`config.mk`:
```
export PLATFORM = sky130hd
export DESIGN_NAME = pipe_ctrl_flat
export DESIGN_NICKNAME = d
export VERILOG_FILES = /design/src/rtl/pipe_ctrl_if.sv /design/src/rtl/pipe_ctrl.sv /design/src/flat_wrapper.sv
export SDC_FILE = /design/constraint.sdc
export NUM_CORES = 1
export LEC_CHECK = 0
export ABC_AREA = 0
export ABC_CLOCK_PERIOD_IN_PS = 2150
export CORE_ASPECT_RATIO = 1.25
export CORE_MARGIN = 4
export CORE_UTILIZATION = 34
export DETAILED_ROUTE_END_ITERATION = 8
export HOLD_SLACK_MARGIN = 0.08
export PLACE_DENSITY = 0.79
export SYNTH_ARGS = -nofsm -noshare
export SYNTH_HDL_FRONTEND = slang
export SYNTH_SLANG_ARGS = --single-unit
```
`constraint.sdc`:
```
create_clock -name clk -period 2.15 [get_ports clk]
set_clock_uncertainty 0.2 [all_clocks]
set_input_delay 0.3225 -clock clk [delete_from_list [all_inputs] [get_ports clk]]
set_output_delay 0.3225 -clock clk [all_outputs]
set_load 0.1 [all_outputs]
```
`src/rtl/pipe_ctrl_if.sv`:
```
// ============================================================================
// Module  : pipe_ctrl_if
// Brief   : Stall-request / multi-cycle / flush bundle between pipeline and pipe_ctrl.
// Revision: 1.0 - initial release
// ============================================================================
`default_nettype none

interface pipe_ctrl_if #(
    parameter int LEN_W = 6
);
    logic             stallreq_if;
    logic             stallreq_id;
    logic             stallreq_mem;
    logic             mc_start;
    logic [LEN_W-1:0] mc_len;
    logic             flush_req;
    logic [5:0]       stall;
    logic             flush;
    logic             mc_done;
    logic             mc_busy;
    logic [31:0]      stall_cnt;

    // master: pipeline stages raising requests; slave: the controller
    modport master (
        output stallreq_if, stallreq_id, stallreq_mem, mc_start, mc_len, flush_req,
        input  stall, flush, mc_done, mc_busy, stall_cnt
    );
    modport slave (
        input  stallreq_if, stallreq_id, stallreq_mem, mc_start, mc_len, flush_req,
        output stall, flush, mc_done, mc_busy, stall_cnt
    );
endinterface

`default_nettype wire

```
`src/rtl/pipe_ctrl.sv`:
```
// ============================================================================
// Module  : pipe_ctrl
// Brief   : Pipeline hazard controller: prioritised stall vector, flush,
//           multi-cycle op sequencing. Optional stall counter: PIPE_STALL_CNT_EN.
// Revision: 1.0 - initial release
// ============================================================================
`default_nettype none

module pipe_ctrl #(
    parameter int LEN_W = 6
) (
    input  wire          clk,
    input  wire          rst,
    pipe_ctrl_if.slave   bus
);

    typedef enum logic [0:0] {
        RUN     = 1'b0,
        MC_BUSY = 1'b1
    } state_t;

    localparam logic [5:0]       c_STALL_MEM = 6'b011111;
    localparam logic [5:0]       c_STALL_EX  = 6'b001111;
    localparam logic [5:0]       c_STALL_ID  = 6'b000111;
    localparam logic [5:0]       c_STALL_IF  = 6'b000011;
    localparam logic [LEN_W-1:0] c_ZERO      = '0;
    localparam logic [LEN_W-1:0] c_ONE       = {{(LEN_W-1){1'b0}}, 1'b1};

    state_t           state_q, state_d;
    logic [LEN_W-1:0] cnt_q, cnt_d;
    logic [LEN_W-1:0] w_len_eff;
    logic             w_ex_act;
    logic             w_flush;
    logic             w_mc_done;
    logic [5:0]       w_stall;

    assign w_len_eff = (bus.mc_len == c_ZERO) ? c_ONE : bus.mc_len;

    always_ff @(posedge clk) begin
        if (rst) begin
            state_q <= RUN;
            cnt_q   <= c_ZERO;
        end else begin
            state_q <= state_d;
            cnt_q   <= cnt_d;
        end
    end

    always_comb begin
        state_d   = state_q;
        cnt_d     = cnt_q;
        w_ex_act  = 1'b0;
        w_flush   = 1'b0;
        w_mc_done = 1'b0;
        w_stall   = 6'b000000;

        if (rst) begin
            state_d = RUN;
            cnt_d   = c_ZERO;
        end else if (bus.flush_req) begin
            // flush outranks everything, including a start in the same cycle
            w_flush = 1'b1;
            state_d = RUN;
            cnt_d   = c_ZERO;
        end else begin
            case (state_q)
                RUN: begin
                    if (bus.mc_start) begin
                        w_ex_act = 1'b1;
                        state_d  = MC_BUSY;
                        cnt_d    = w_len_eff;
                    end
                end
                MC_BUSY: begin
                    if (cnt_q > c_ONE) begin
                        w_ex_act = 1'b1;
                        if (!bus.stallreq_mem) begin
                            cnt_d = cnt_q - c_ONE;
                        end
                    end else if (!bus.stallreq_mem) begin
                        // last cycle: result valid unless memory is frozen
                        w_mc_done = 1'b1;
                        state_d   = RUN;
                        cnt_d     = c_ZERO;
                    end
                end
                default: begin
                    state_d = RUN;
                    cnt_d   = c_ZERO;
                end
            endcase

            if (bus.stallreq_mem) begin
                w_stall = c_STALL_MEM;
            end else if (w_ex_act) begin
                w_stall = c_STALL_EX;
            end else if (bus.stallreq_id) begin
                w_stall = c_STALL_ID;
            end else if (bus.stallreq_if) begin
                w_stall = c_STALL_IF;
            end
        end
    end

    assign bus.stall   = w_stall;
    assign bus.flush   = w_flush;
    assign bus.mc_done = w_mc_done;
    assign bus.mc_busy = (state_q == MC_BUSY);

`ifdef PIPE_STALL_CNT_EN
    logic [31:0] stall_cnt_q, stall_cnt_d;

    always_comb begin
        stall_cnt_d = stall_cnt_q;
        if ((w_stall != 6'b000000) && !w_flush && (stall_cnt_q != 32'hFFFF_FFFF)) begin
            stall_cnt_d = stall_cnt_q + 32'd1;
        end
    end

    always_ff @(posedge clk) begin
        if (rst) begin
            stall_cnt_q <= 32'h0;
        end else begin
            stall_cnt_q <= stall_cnt_d;
        end
    end

    assign bus.stall_cnt = stall_cnt_q;
`else
    assign bus.stall_cnt = 32'h0;
`endif

endmodule

`default_nettype wire

```
`src/flat_wrapper.sv`:
```
// flat-port wrapper written by rule: the top's interface ports become plain ports
module pipe_ctrl_flat 
#(
    parameter int LEN_W = 6
)
  (clk, rst, bus_stallreq_if, bus_stallreq_id, bus_stallreq_mem, bus_mc_start, bus_mc_len, bus_flush_req, bus_stall, bus_flush, bus_mc_done, bus_mc_busy, bus_stall_cnt);
  pipe_ctrl_if #(.LEN_W(LEN_W)) bus_i ();
  input  wire clk;
  input  wire rst;
  input wire logic [$bits(bus_i.stallreq_if)-1:0] bus_stallreq_if;
  input wire logic [$bits(bus_i.stallreq_id)-1:0] bus_stallreq_id;
  input wire logic [$bits(bus_i.stallreq_mem)-1:0] bus_stallreq_mem;
  input wire logic [$bits(bus_i.mc_start)-1:0] bus_mc_start;
  input wire logic [$bits(bus_i.mc_len)-1:0] bus_mc_len;
  input wire logic [$bits(bus_i.flush_req)-1:0] bus_flush_req;
  output wire logic [$bits(bus_i.stall)-1:0] bus_stall;
  output wire logic [$bits(bus_i.flush)-1:0] bus_flush;
  output wire logic [$bits(bus_i.mc_done)-1:0] bus_mc_done;
  output wire logic [$bits(bus_i.mc_busy)-1:0] bus_mc_busy;
  output wire logic [$bits(bus_i.stall_cnt)-1:0] bus_stall_cnt;
  assign bus_i.stallreq_if = bus_stallreq_if;
  assign bus_i.stallreq_id = bus_stallreq_id;
  assign bus_i.stallreq_mem = bus_stallreq_mem;
  assign bus_i.mc_start = bus_mc_start;
  assign bus_i.mc_len = bus_mc_len;
  assign bus_i.flush_req = bus_flush_req;
  assign bus_stall = bus_i.stall;
  assign bus_flush = bus_i.flush;
  assign bus_mc_done = bus_i.mc_done;
  assign bus_mc_busy = bus_i.mc_busy;
  assign bus_stall_cnt = bus_i.stall_cnt;
  pipe_ctrl #(.LEN_W(LEN_W)) u_core (.clk(clk), .rst(rst), .bus(bus_i));
endmodule
```
==> reports/summary.md <==
After the last flow step, the layout net total stands at 144. For the critical path required time, the log shows 1.63 ns. Max-cap violations in this run came to 0.

The critical path capture point type was an output pin. The minimum setup slack after placement is 0.01013 ns. Number of placed instances, taps included: 151. The most area-hungry cell type in the Yosys netlist was buf_4.

The tools report the sum of net half-perimeters after detailed placement as 1.434 mm. Number of cell instances on the worst register-to-register path: 5. For the worst setup path, the data arrival time is 1.82 ns. The maximum achievable frequency is 426.7 MHz. Post-synthesis to final-layout area growth: 42.86%. Port buffering added 20 buffers. Detailed routing inserted a total of 676 vias. After floorplanning, the core was sized to cover 0.002049 mm².

The commonest cells after synthesis are buf_4 (34), o21ai_0 (12), dfxtp_1 (7). The latest clock arrival within the worst-skew pair is 0.24 ns. In this run, the combinational gates consume 64.3% of the power. Subtracting the final worst setup slack from the clock period gives 2.344 ns.

The final reports fail on setup timing. Row count: 18. Leaving out filler cells and counting taps, the final layout contains 158. The internal power was 0.3043 mW.

The first global-routing pass estimated 2.677 mm of wire. Ranked by total cell area, the synthesized netlist is headed by buf_4 (33%), dfxtp_1 (18%), o21ai_0 (7.9%). The portion of synthesized cell area occupied by the leading cell type was 33.50%; the number of antenna violations at the first check in global routing was 0. Clock tree synthesis selected as its root buffer the cell clkbuf_4. The minimum setup slack in the final design was -0.1937 ns; the area share of and/or/nand/nor cells after synthesis was 16.26%.

Yosys mapped a number of flops with a built-in enable equal to 0. The share of total power dissipated in sequential elements is 20.0%. The min-delay analysis places its worst path in the category reg -> reg. The clock passes through at most 2 buffers. In the global route stage, overall resource usage came out at 11.80%. The final number of hold-violating endpoints is 0, and the cell area after layout is 0.001089 mm².

The sequential share of the synthesized area is 18.39%. The number of levels in the clock H-tree was 1. The hold path depth was 2; the post-placement cell area was 0.001016 mm².

The tools report the max-slew violation total from the final report as 0. Setup repair after global routing could not meet its margin everywhere. The portion of synthesized area spent on multiplexers is 0%. For this run, the slowest stage of the critical path takes 0.42 ns. The relative contribution of the clock network to total power came out at 15.7%. The tools report the capturing point of the worst reg2reg path as u_core.cnt_q[5]$_SDFFE_PP0P_.

In the final routed layout, each cell accounts on average for 11.15 µm. Yosys mapped the design onto 27 distinct sky130hd cell types. The post-synthesis share of cell area spent on xor and xnor gates is 3.448%. In this run, synthesis produced a sequential element count of 7. Portion of the clock cycle consumed by the worst path in the final layout: 109.0%. TritonCTS built the clock tree. After detailed routing, the number of vias per cell comes to 4.278.

The post-synthesis area per instance works out to 7.937 µm². The Yosys step of the flow raised 0 warnings. The die extent in y was 60.93 µm. The run gives 0 as the global-route congestion overflow total. The total length of routed wires was 1.761 mm. The adder-cell area share of the yosys netlist is 3.284%.

In this run the worst path has a maximum fanout of 4. The path with the worst hold slack has its endpoint at u_core.cnt_q[4]$_SDFFE_PP0P_. The signal on the critical path passes through or3_4, o31ai_4, nand3b_1, buf_4, o21a_4, buf_12.

Counting the buffers created by CTS gives 3. The maximum vdd ir drop came out at 0.3485 mV. The flow ran to the end, but the final reports show violations. After clock tree synthesis, the clock-pin slew on the worst setup and hold paths is 0.05 ns. Category of the most critical setup path: reg -> out.

The overall power came out at 0.7210 mW. The worst hold path begins at u_core.cnt_q[4]$_SDFFE_PP0P_. Net switching is 57.80% of the power. The overall die area was 0.003067 mm²; the cell count after synthesis was 96.

The total inserted antenna cells is 0, and the total power per unit cell area is 662.4 mW/mm². The tree built by TritonCTS fans out to 7 sinks. For the summed instance area of the synthesized netlist, the log shows 762.0 µm². After synthesis, the largest family of logic cells by area is buffers and inverters. The final setup violation count is 5. Category of the worst setup path launch point: a register.

By instance count, the leading cell after synthesis is buf_4. The first detailed-routing pass ran for 4 iterations. Among all flip-flop cells after synthesis, the most frequent one is dfxtp_1. The number of top-level pins came out at 54. The post-synthesis compound-gate area fraction was 23.15%.

In this run the horizontal extent of the chip is 50.34 µm. The leakage power was 0.4839 nW. The run gives 0.43 ns as the worst reg-to-reg setup slack. In this run the critical register-to-register path is launched from u_core.cnt_q[3]$_SDFFE_PP0P_. Routability-driven placement finished with a final weighted congestion of 0.7565. The number of global-route vias before repair is 601.

The tools report the post-route antenna net violation count as 0. The tools report the starting DRC count in detailed routing as 12. The count of unresolved DRC violations after routing was 0.

The slowest stage of the critical path is the or3_4 cell. Cells with a size suffix above 1 make up 28.91% of the layout. Fraction of registers with async set/reset: 0%. Entering global routing, the biggest net connects 8 pins.

For this configuration, the core starts out at a cell density of 37.18%. In this run the power spent charging and discharging nets is 0.4167 mW.
## worst max-delay path: cells and delay by family, from the launching register on
family                 cells  cell delay (ns)
flip-flops                 1             0.31
AO/OA/AOI/OAI              2             0.38
AND/OR/NAND/NOR            2             0.57
buffers and inverters      2             0.33
## per-stage QoR
step	util [%]	hold slack [ns]	TNS [ns]
floorplan	-	0.2923	-0.6820
global placement	49.57	0.3571	0
detailed placement	49.57	0.3611	0
CTS	52.50	0.3677	-0.7959
global route	53.11	0.3879	-1.220
finish	53.11	0.3624	-0.8183
## power by group through the flow
stage	combinational, mW	clock [mW]	sequential (mW)
finish	0.464	0.113	0.144
global route	0.480	0.131	0.145
CTS	0.458	0.121	0.143
detailed placement	0.448	0	0.146
global placement	0.443	0	0.145
floorplan	0.410	0	0.154
## what timing repair did
| item | CTS | global route |
|---|---|---|
| gates resized for setup | 3 | 3 |
| gates cloned | 0 | 0 |
| hold buffers | 0 | 0 |
| pin swaps | 5 | 3 |
| buffers inserted | 3 | 0 |
| setup endpoints to repair | 5 | 6 |
## layout make-up
type,count,area (µm²)
clock buffers,4,26.28
fillers,197,960.9
inverters,2,7.507
multi-input cells,84,521.8
flip-flops and latches,7,145.1
well taps,30,37.54
repair buffers,31,350.3
## cells by family (layout without fill, tap and decap cells)
group,count (synthesis),after routing
AND/OR/NAND/NOR,20,20
flip-flops,7,7
AO/OA/AOI/OAI,26,26
buffers and inverters,37,37
XOR/XNOR,3,3
adder cells (fa/ha/maj),2,2
other,1,33
## per-layer routing
metal	share of wire, %	track usage, %	vias to the layer above	routed length, µm
met4	0	7.308	0	0
met5	0	0	-	0
met1	36	11.96	300	631
met2	52	21.46	48	919
li1	-	-	328	-
met3	12	3.440	0	210
## worst max-delay path by stage
stage	slack, ns	depth (start not counted)	startpoint	end
2_1_floorplan	-0.55	3	u_core.cnt_q[2]$_SDFFE_PP0P_	bus_mc_done
3_3_place_gp	0.04	4	u_core.cnt_q[2]$_SDFFE_PP0P_	bus_mc_done
3_5_place_dp	0.01	5	u_core.cnt_q[2]$_SDFFE_PP0P_	bus_stall[0]
4_1_cts	-0.19	6	u_core.cnt_q[3]$_SDFFE_PP0P_	bus_stall[2]
5_1_grt	-0.28	6	u_core.cnt_q[3]$_SDFFE_PP0P_	bus_stall[2]
6_report	-0.19	6	u_core.cnt_q[3]$_SDFFE_PP0P_	bus_stall[2]
## flip-flops by register name (all words and copies together) (netlist names)
| register | count |
|---|---|
| u_core.bus.mc_busy | 1 |
| u_core.cnt_q | 6 |
## layout by cell type, fill, tap and decap left out, types with 2 or more instances in the layout
cell              n
a21oi_1           6
buf_12            7
buf_4            12
clkbuf_4          3
clkdlybuf4s50_1  12
conb_1           33
dfxtp_1           5
nand2_1           4
nand2b_1          2
nor2_2            2
nor3_1            2
o21ai_0          12
or3_4             2
xor2_1            3
(Power assumes the default switching activity.)
